File: src/rtl/bytecode_translator_if.sv
// Byte-stream input and ARM-word output handshakes of the bytecode translator.
// The translator connects through the slave modport; the bytecode source / word sink use master.
interface bytecode_translator_if #(
  parameter int WORD_WIDTH = 32
);
  logic                  byte_valid;
  logic [7:0]            byte_data;
  logic                  byte_ready;
  logic                  out_valid;
  logic [WORD_WIDTH-1:0] out_word;
  logic                  out_ready;

  modport master (
    output byte_valid, byte_data, out_ready,
    input  byte_ready, out_valid, out_word
  );

  modport slave (
    input  byte_valid, byte_data, out_ready,
    output byte_ready, out_valid, out_word
  );
endinterface

File: src/rtl/bytecode_translator.sv
// Translates a JVM-style bytecode stream into ARM words via an external opcode table and template ROM.
// Optional wide-operand prefix (0xC4) enabled by defining BYTECODE_TRANSLATOR_WIDE_PREFIX_EN.
module bytecode_translator #(
  parameter int WORD_WIDTH  = 32,
  parameter int TADDR_WIDTH = 8,
  parameter int MAX_PARAMS  = 4,
  localparam int PCW        = $clog2(MAX_PARAMS + 1)
) (
  input  logic                   clk,
  input  logic                   rst,
  bytecode_translator_if.slave   bus,
  output logic [7:0]             lk_opcode,
  input  logic [PCW-1:0]         lk_param_count,
  input  logic [TADDR_WIDTH-1:0] lk_template,
  output logic [TADDR_WIDTH-1:0] tmpl_addr,
  input  logic [WORD_WIDTH-1:0]  tmpl_word,
  input  logic [TADDR_WIDTH-1:0] tmpl_next,
  output logic                   operand_valid,
  output logic [15:0]            operand_value,
  output logic                   busy
);

  typedef enum logic [2:0] {
    FETCH_OP,
    LOOKUP,
    FETCH_PARAM,
    PUSH,
    LOAD_WORD,
    EMIT
  } state_t;

  state_t                 state, next_state;
  logic [PCW-1:0]         counter;
  logic [TADDR_WIDTH-1:0] ptr;
  logic [TADDR_WIDTH-1:0] nxt;
  logic [WORD_WIDTH-1:0]  out_word_q;
  logic                   byte_xfer;
  logic                   out_xfer;

`ifdef BYTECODE_TRANSLATOR_WIDE_PREFIX_EN
  localparam logic [7:0] WIDE_PREFIX = 8'hC4;
  logic wide;
  logic half;
`endif

  assign bus.byte_ready = (state == FETCH_OP) || (state == FETCH_PARAM);
  assign bus.out_valid  = (state == EMIT);
  assign bus.out_word   = out_word_q;
  assign operand_valid  = (state == PUSH);
  assign busy           = (state != FETCH_OP);
  assign tmpl_addr      = ptr;
  assign byte_xfer      = bus.byte_valid && bus.byte_ready;
  assign out_xfer       = bus.out_valid && bus.out_ready;

  always_ff @(posedge clk or posedge rst) begin
    if (rst) state <= FETCH_OP;
    else     state <= next_state;
  end

  always_comb begin
    next_state = state;
    case (state)
      FETCH_OP: if (byte_xfer) next_state = LOOKUP;
      LOOKUP: begin
`ifdef BYTECODE_TRANSLATOR_WIDE_PREFIX_EN
        if (lk_opcode == WIDE_PREFIX) next_state = FETCH_OP;
        else
`endif
        if (lk_param_count != '0) next_state = FETCH_PARAM;
        else                      next_state = LOAD_WORD;
      end
      FETCH_PARAM: begin
`ifdef BYTECODE_TRANSLATOR_WIDE_PREFIX_EN
        // A wide operand is complete only once its low byte has arrived
        if (byte_xfer && (!wide || half)) next_state = PUSH;
`else
        if (byte_xfer) next_state = PUSH;
`endif
      end
      PUSH:      next_state = (counter != PCW'(1)) ? FETCH_PARAM : LOAD_WORD;
      LOAD_WORD: next_state = (ptr == '0) ? FETCH_OP : EMIT;
      EMIT: begin
        if (out_xfer) next_state = (nxt == '0) ? FETCH_OP : LOAD_WORD;
      end
      default:   next_state = FETCH_OP;
    endcase
  end

  always_ff @(posedge clk or posedge rst) begin
    if (rst) begin
      lk_opcode     <= '0;
      counter       <= '0;
      ptr           <= '0;
      nxt           <= '0;
      out_word_q    <= '0;
      operand_value <= '0;
`ifdef BYTECODE_TRANSLATOR_WIDE_PREFIX_EN
      wide          <= 1'b0;
      half          <= 1'b0;
`endif
    end else begin
      case (state)
        FETCH_OP: if (byte_xfer) lk_opcode <= bus.byte_data;
        LOOKUP: begin
`ifdef BYTECODE_TRANSLATOR_WIDE_PREFIX_EN
          if (lk_opcode == WIDE_PREFIX) wide <= 1'b1;
          else begin
`else
          begin
`endif
            counter <= lk_param_count;
            ptr     <= lk_template;
          end
        end
        FETCH_PARAM: begin
          if (byte_xfer) begin
`ifdef BYTECODE_TRANSLATOR_WIDE_PREFIX_EN
            // Wide operands arrive big-endian: high byte first
            if (wide) begin
              if (!half) operand_value[15:8] <= bus.byte_data;
              else       operand_value[7:0]  <= bus.byte_data;
              half <= !half;
            end else begin
              operand_value <= {8'h00, bus.byte_data};
            end
`else
            operand_value <= {8'h00, bus.byte_data};
`endif
          end
        end
        PUSH: counter <= counter - PCW'(1);
        LOAD_WORD: begin
          if (ptr != '0) begin
            out_word_q <= tmpl_word;
            nxt        <= tmpl_next;
          end
`ifdef BYTECODE_TRANSLATOR_WIDE_PREFIX_EN
          else wide <= 1'b0;
`endif
        end
        EMIT: begin
          if (out_xfer) begin
            ptr <= nxt;
`ifdef BYTECODE_TRANSLATOR_WIDE_PREFIX_EN
            if (nxt == '0) wide <= 1'b0;
`endif
          end
        end
        default: ;
      endcase
    end
  end

endmodule

File: src/flat_wrapper.sv
// flat-port wrapper written by rule: the top's interface ports become plain ports
module bytecode_translator_flat 
#(
  parameter int WORD_WIDTH  = 32,
  parameter int TADDR_WIDTH = 8,
  parameter int MAX_PARAMS  = 4,
  localparam int PCW        = $clog2(MAX_PARAMS + 1)
)
  (clk, rst, lk_opcode, lk_param_count, lk_template, tmpl_addr, tmpl_word, tmpl_next, operand_valid, operand_value, busy, bus_byte_valid, bus_byte_data, bus_out_ready, bus_byte_ready, bus_out_valid, bus_out_word);
  bytecode_translator_if #(.WORD_WIDTH(WORD_WIDTH)) bus_i ();
  input  logic clk;
  input  logic rst;
  output logic [7:0] lk_opcode;
  input  logic [PCW-1:0] lk_param_count;
  input  logic [TADDR_WIDTH-1:0] lk_template;
  output logic [TADDR_WIDTH-1:0] tmpl_addr;
  input  logic [WORD_WIDTH-1:0] tmpl_word;
  input  logic [TADDR_WIDTH-1:0] tmpl_next;
  output logic operand_valid;
  output logic [15:0] operand_value;
  output logic busy;
  input wire logic [$bits(bus_i.byte_valid)-1:0] bus_byte_valid;
  input wire logic [$bits(bus_i.byte_data)-1:0] bus_byte_data;
  input wire logic [$bits(bus_i.out_ready)-1:0] bus_out_ready;
  output wire logic [$bits(bus_i.byte_ready)-1:0] bus_byte_ready;
  output wire logic [$bits(bus_i.out_valid)-1:0] bus_out_valid;
  output wire logic [$bits(bus_i.out_word)-1:0] bus_out_word;
  assign bus_i.byte_valid = bus_byte_valid;
  assign bus_i.byte_data = bus_byte_data;
  assign bus_i.out_ready = bus_out_ready;
  assign bus_byte_ready = bus_i.byte_ready;
  assign bus_out_valid = bus_i.out_valid;
  assign bus_out_word = bus_i.out_word;
  bytecode_translator #(.WORD_WIDTH(WORD_WIDTH), .TADDR_WIDTH(TADDR_WIDTH), .MAX_PARAMS(MAX_PARAMS)) u_core (.clk(clk), .rst(rst), .bus(bus_i), .lk_opcode(lk_opcode), .lk_param_count(lk_param_count), .lk_template(lk_template), .tmpl_addr(tmpl_addr), .tmpl_word(tmpl_word), .tmpl_next(tmpl_next), .operand_valid(operand_valid), .operand_value(operand_value), .busy(busy));
endmodule
File: config.mk
export PLATFORM = sky130hd
export DESIGN_NAME = bytecode_translator_flat
export DESIGN_NICKNAME = d
export VERILOG_FILES = /design/src/rtl/bytecode_translator_if.sv /design/src/rtl/bytecode_translator.sv /design/src/flat_wrapper.sv
export SDC_FILE = /design/constraint.sdc
export NUM_CORES = 1
export LEC_CHECK = 0
export BUFFER_PORTS_ARGS = -buffer_cell sky130_fd_sc_hd__buf_2
export CELL_PAD_IN_SITES_DETAIL_PLACEMENT = 0
export CELL_PAD_IN_SITES_GLOBAL_PLACEMENT = 1
export CORE_MARGIN = 3
export CORE_UTILIZATION = 36
export DETAILED_ROUTE_END_ITERATION = 16
export PLACE_DENSITY_LB_ADDON = 0.1
export SKIP_CTS_REPAIR_TIMING = 1
export SLEW_MARGIN = 10
export SYNTH_ARGS = -nofsm -noshare
export SYNTH_HDL_FRONTEND = slang
export SYNTH_SLANG_ARGS = --single-unit
File: constraint.sdc
create_clock -name clk -period 2.49 [get_ports clk]
set_input_delay 0.249 -clock clk [delete_from_list [all_inputs] [get_ports clk]]
set_output_delay 0.249 -clock clk [all_outputs]
set_load 0.02 [all_outputs]
[Word-level counts from Yosys, hierarchy flattened]
Cells that the tools add are included.
Widths: inputs -> output; s select.
Word-level totals
  bits in writable memories: 0
  memories kept: 0
  bits in latches: 0
  flip-flop bits (word level): 70
  output and inout port bits: 68
  bits in read-only memories: 0
  bits of input ports: 63
  word-level logic and storage cells: 44
Cells by class
  equal/unequal tests: 9
  reduce and logical (&&, ||, !) cells: 16
  bitwise operators: 0
  divide/modulo/power cells: 0
  muxes and demuxes: 11
  $lt $le $gt $ge: 0
  add/subtract/negate cells: 1
  shifts and indexed selects: 0
  multiply operators: 0
Operators by type and width (number)
  $mux 3: 7
  $pmux 3 s6: 1
  $logic_not 8->1: 2
  $pmux 8 s2: 1
  $mux 8: 1
  $reduce_and 2->1: 4
  $reduce_bool 8->1: 1
  $eq 3x2->1 const B: 2
  $eq 3x3->1 const B: 2
  $pmux 3 s2: 1
  $reduce_bool 3->1: 2
  $ne 2x1->1 const B: 2
  $reduce_bool 2->1: 2
  $eq 3x1->1 const B: 1
  $logic_not 3->1: 1
  $ne 3x1->1 const B: 1
  $reduce_and 3->1: 1
  $sub 3x1->3 const B: 1
  $logic_and 1x1->1: 2
  $ne 2x2->1 const B: 1
  $logic_or 1x1->1: 1

[Depth between registers and ports, before layout]
  depth in word-level cells: 5
  mapped depth: 5
  gate-level depth less buffers: 5

[Least setup slack after synthesis]
No wires, ideal clock.
  kind: register -> register
  start point: register u_core.state[0]
  end point: register u_core.lk_opcode[0]
  path buffers: 2
  setup slack: 749 ps
  stages on the path, launching flop included: 6
  library setup time: 125 ps
  required time: 2365 ps
  clock period less this slack: 1741 ps
  arrival time: 1616 ps
  path through: dfrtp_1 > buf_2 > nor2_1 > and3_1 > buf_2 > mux2_2
On the way
  cells in the longest elaborated chain, start to end: 4
  elaborated cells between the ends (all ways): 5
  classes of those cells: 1 x eq/ne; 4 x reduce/logical
Ends and longest elaborated chain
  start, declared: RTL line bytecode_translator.sv:32  | state_t state, next_state;
  start signal, assigned: RTL line bytecode_translator.sv:57  | else state <= next_state;
  $eq 3x2->1 / $logic_not 3->1 (equally long branches): RTL line bytecode_translator.sv:46  | assign bus.byte_ready = (state == FETCH_OP) || (state == FETCH_PARAM);
  $logic_or 1x1->1 (*): RTL line bytecode_translator.sv:46
  named net bus_byte_ready: RTL line flat_wrapper.sv:25  | output wire logic [$bits(bus_i.byte_ready)-1:0] bus_byte_ready;
  $logic_and 1x1->1 (*): RTL line bytecode_translator.sv:52  | assign byte_xfer = bus.byte_valid && bus.byte_ready;
  $reduce_and 2->1 (no source line) (*)
  end signal, assigned: RTL line bytecode_translator.sv:103  | FETCH_OP: if (byte_xfer) lk_opcode <= bus.byte_data;
  end, declared: RTL line bytecode_translator.sv:12  | output logic [7:0] lk_opcode,
The timed path passes the listed nets; every way through them passes the cells marked *.
A chain may end at the register's enable or synchronous reset.

[Worst setup path in the final report]
  start point: register u_core.state[1]
  end point: register u_core.out_word_q[29], in the netlist u_core.bus.out_word[29]
On the way
  cells in the longest elaborated chain, start to end: 2
Ends and longest elaborated chain
  $eq 3x3->1: RTL line bytecode_translator.sv:102  | case (state)
  $reduce_and 2->1 (no source line)
  end signal, assigned: RTL line bytecode_translator.sv:134  | out_word_q <= tmpl_word;
  end, declared: RTL line bytecode_translator.sv:36  | logic [WORD_WIDTH-1:0] out_word_q;
Every way passes these cells.

==> run metrics <==
status finished clean; max-cap check violation count 0; sequential share of power 0.405; wire per inst 14.7 µm; crit path launch type register; commonest non-fill, non-tap cell in the layout buf_2; Tmin final 1.87 ns; fin crit share 0.750; overall global routing resource usage 0.146; Placement Cell Area 3660 µm²; DPL Wire Length 4.82 mm; Inst Count DP 422; largest vdd supply drop 0.589 mV; synth warn 0; final instance area 3870 µm²; met1 Track Usage GR 0.192; Tot Pwr 0.00479 W; Yosys cell types 28; setup slack after layout 0.622 ns; P per Cell Area 1240 nW/µm²; first drt pass iteration count 4; Core Region 7850 µm²; Leakage 2.01 nW; WP data required 2.71 ns; ANT cells 0; internal power 0.00299 W; CTS root buf clkbuf_8; Die H 96.8 µm; initial antenna violation count 0; RSZ-0062 raised after global routing false; pre-CTS WS 0.635 ns; Worst Hold Class in2async; Clk pin slew, worst setup/hold paths 0.08 ns; pin count of the biggest net entering global routing 41; Yosys reg bits 70; Reg2Reg Launch Point u_core.state[1]$_DFFE_PP0P_; reg2reg path depth 4; P&R area growth vs syn 30.3%; post-synthesis sequential area ratio 0.590; CP Data Arrival Time 2.08 ns; CTS tree done; clock tree sinks 70; grt ovf 0; site row count 32; met3 Usage GRT 0.0757; synthesized area 2970 µm²; f_max 535 MHz; setup violators final 0; met2 Use GR 0.208; initial DRC count 42; Worst-Margin Slew 0.666 ns; GR peak layer met2; first-pass GRT wire length 10.9 mm; Max-slew headroom 0.556; number of global-route vias before repair 2139; I/O Pins 131; Reg-to-Reg End u_core.bus.out_word[29]$_DFFE_PP0P_; Finished Layout Cells 438; Initial Utilization 0.378; routability cong. 0.758; setup_tns 0 ns; crit path max fanout 30; Die Wd 96.8 µm; clk_lat worst skew 0.33 ns; switching portion of total power 0.376; die area 9370 µm²; vias post-DR 2033; Final Hold Viols 0; Clock Path Buffers 2; FF-to-FF setup slack 0.62 ns; Switch Pwr 0.00180 W; DRC viols 0; vias per inst 4.64; H-tree Lvls 3; pins over their slew limit 0; Layout Nets 396; Worst Clk Skew 0.0113 ns; Avg Inst Size Synth 14.4 µm²; commonest non-fill, non-tap cells in the layout buf_2, dfrtp_1, mux2_1; routed wire length 6.44 mm; I/O Buffers 122; post-route ant nets 0; WS Path Type reg2reg; Setup crit end kind register; cts bufs inserted 9; Clock power frac 0.199; Comb power frac 0.396; ratio of cells with drive above 1 in the final layout 0.524; Cells after Synth 206
-- synthesized netlist by cell type (all sizes together) --
cell type   n  area share
mux2       72        0.27
dfrtp      70        0.59
buf        18       0.040
inv         6      0.0076
nand2       5      0.0063
a21oi       3      0.0051
and3        3      0.0063
nand2b      3      0.0063
nand3b      3      0.0089
nor2        3      0.0038
nor4        3      0.0063
o21ai       3      0.0051
a211o       2      0.0059
ha          2      0.0084
a211oi      1      0.0042
a31oi       1      0.0021
conb        1      0.0013
mux2i       1      0.0034
nand4b      1      0.0030
nor3        1      0.0017
nor3b       1      0.0025
o22a        1      0.0030
o311ai      1      0.0030
or4         1      0.0025
-- cells by family (layout without fill, tap and decap cells) --
family | after synthesis | in the layout | share of synthesized area
buffers and inverters | 24 | 147 | 0.0476
flip-flops | 70 | 70 | 0.590
other | 1 | 8 | 0.00126
AO/OA/AOI/OAI | 12 | 12 | 0.0282
adder cells (fa/ha/maj) | 2 | 2 | 0.00843
multiplexers | 73 | 73 | 0.277
AND/OR/NAND/NOR | 24 | 24 | 0.0476
-- how the worst max path moves through the flow --
stage	startpoint	end	slack [ns]
final	u_core.state[1]$_DFFE_PP0P_	u_core.bus.out_word[29]$_DFFE_PP0P_	0.62
after global routing	u_core.state[1]$_DFFE_PP0P_	u_core.bus.out_word[30]$_DFFE_PP0P_	0.49
after CTS	u_core.state[1]$_DFFE_PP0P_	u_core.bus.out_word[11]$_DFFE_PP0P_	0.60
after detailed placement	u_core.state[1]$_DFFE_PP0P_	u_core.bus.out_word[11]$_DFFE_PP0P_	0.63
after global placement	u_core.state[1]$_DFFE_PP0P_	u_core.bus.out_word[30]$_DFFE_PP0P_	0.64
after floorplan	rst	u_core.bus.out_word[0]$_DFFE_PP0P_	0.47
-- metal layers --
metal	up-vias	share of wire
met4	0	0.0096
met3	5	0.11
met2	87	0.44
met1	985	0.44
li1	956	-
met5	-	0
-- per-stage QoR --
step / utilization / hold WS (ns)
detailed placement: 0.466 / 0.399
global placement: 0.466 / 0.396
floorplan: - / 0.374
CTS: 0.493 / 0.0220
global route: 0.493 / 0.0604
finish: 0.493 / 0.00811
-- final cells by class --
type	count	area, µm²
fill	745	3980
sequential	70	1750
multi-input combinational	119	1110
timing repair buffer	125	646
clock buffer	14	173
tap	102	128
clock inverter	2	38.8
inverter	6	22.5
-- state kept, by name (all words and copies together) (netlist names) --
| name | count |
|---|---|
| u_core.operand_value | 8 |
| u_core.counter | 3 |
| u_core.lk_opcode | 8 |
| u_core.tmpl_addr | 8 |
| u_core.state | 3 |
| u_core.bus.out_word | 32 |
| u_core.nxt | 8 |
-- worst max-delay path: stages (launching register included) --
cell and delay, ns:
dfrtp_1 0.50, nand2b_1 0.27, a211oi_4 0.19, buf_4 0.39, mux2_2 0.38
-- power by group through the flow --
stage / Combinational (W) / Sequential (W) / Clock [W]
after detailed placement: 0.00193 / 0.00196 / 0
after CTS: 0.00193 / 0.00195 / 0.000989
after global placement: 0.00191 / 0.00195 / 0
final: 0.00190 / 0.00194 / 0.000952
after floorplan: 0.000818 / 0.00240 / 0
after global routing: 0.00207 / 0.00203 / 0.00104
Power figures use the tool's default switching activity.
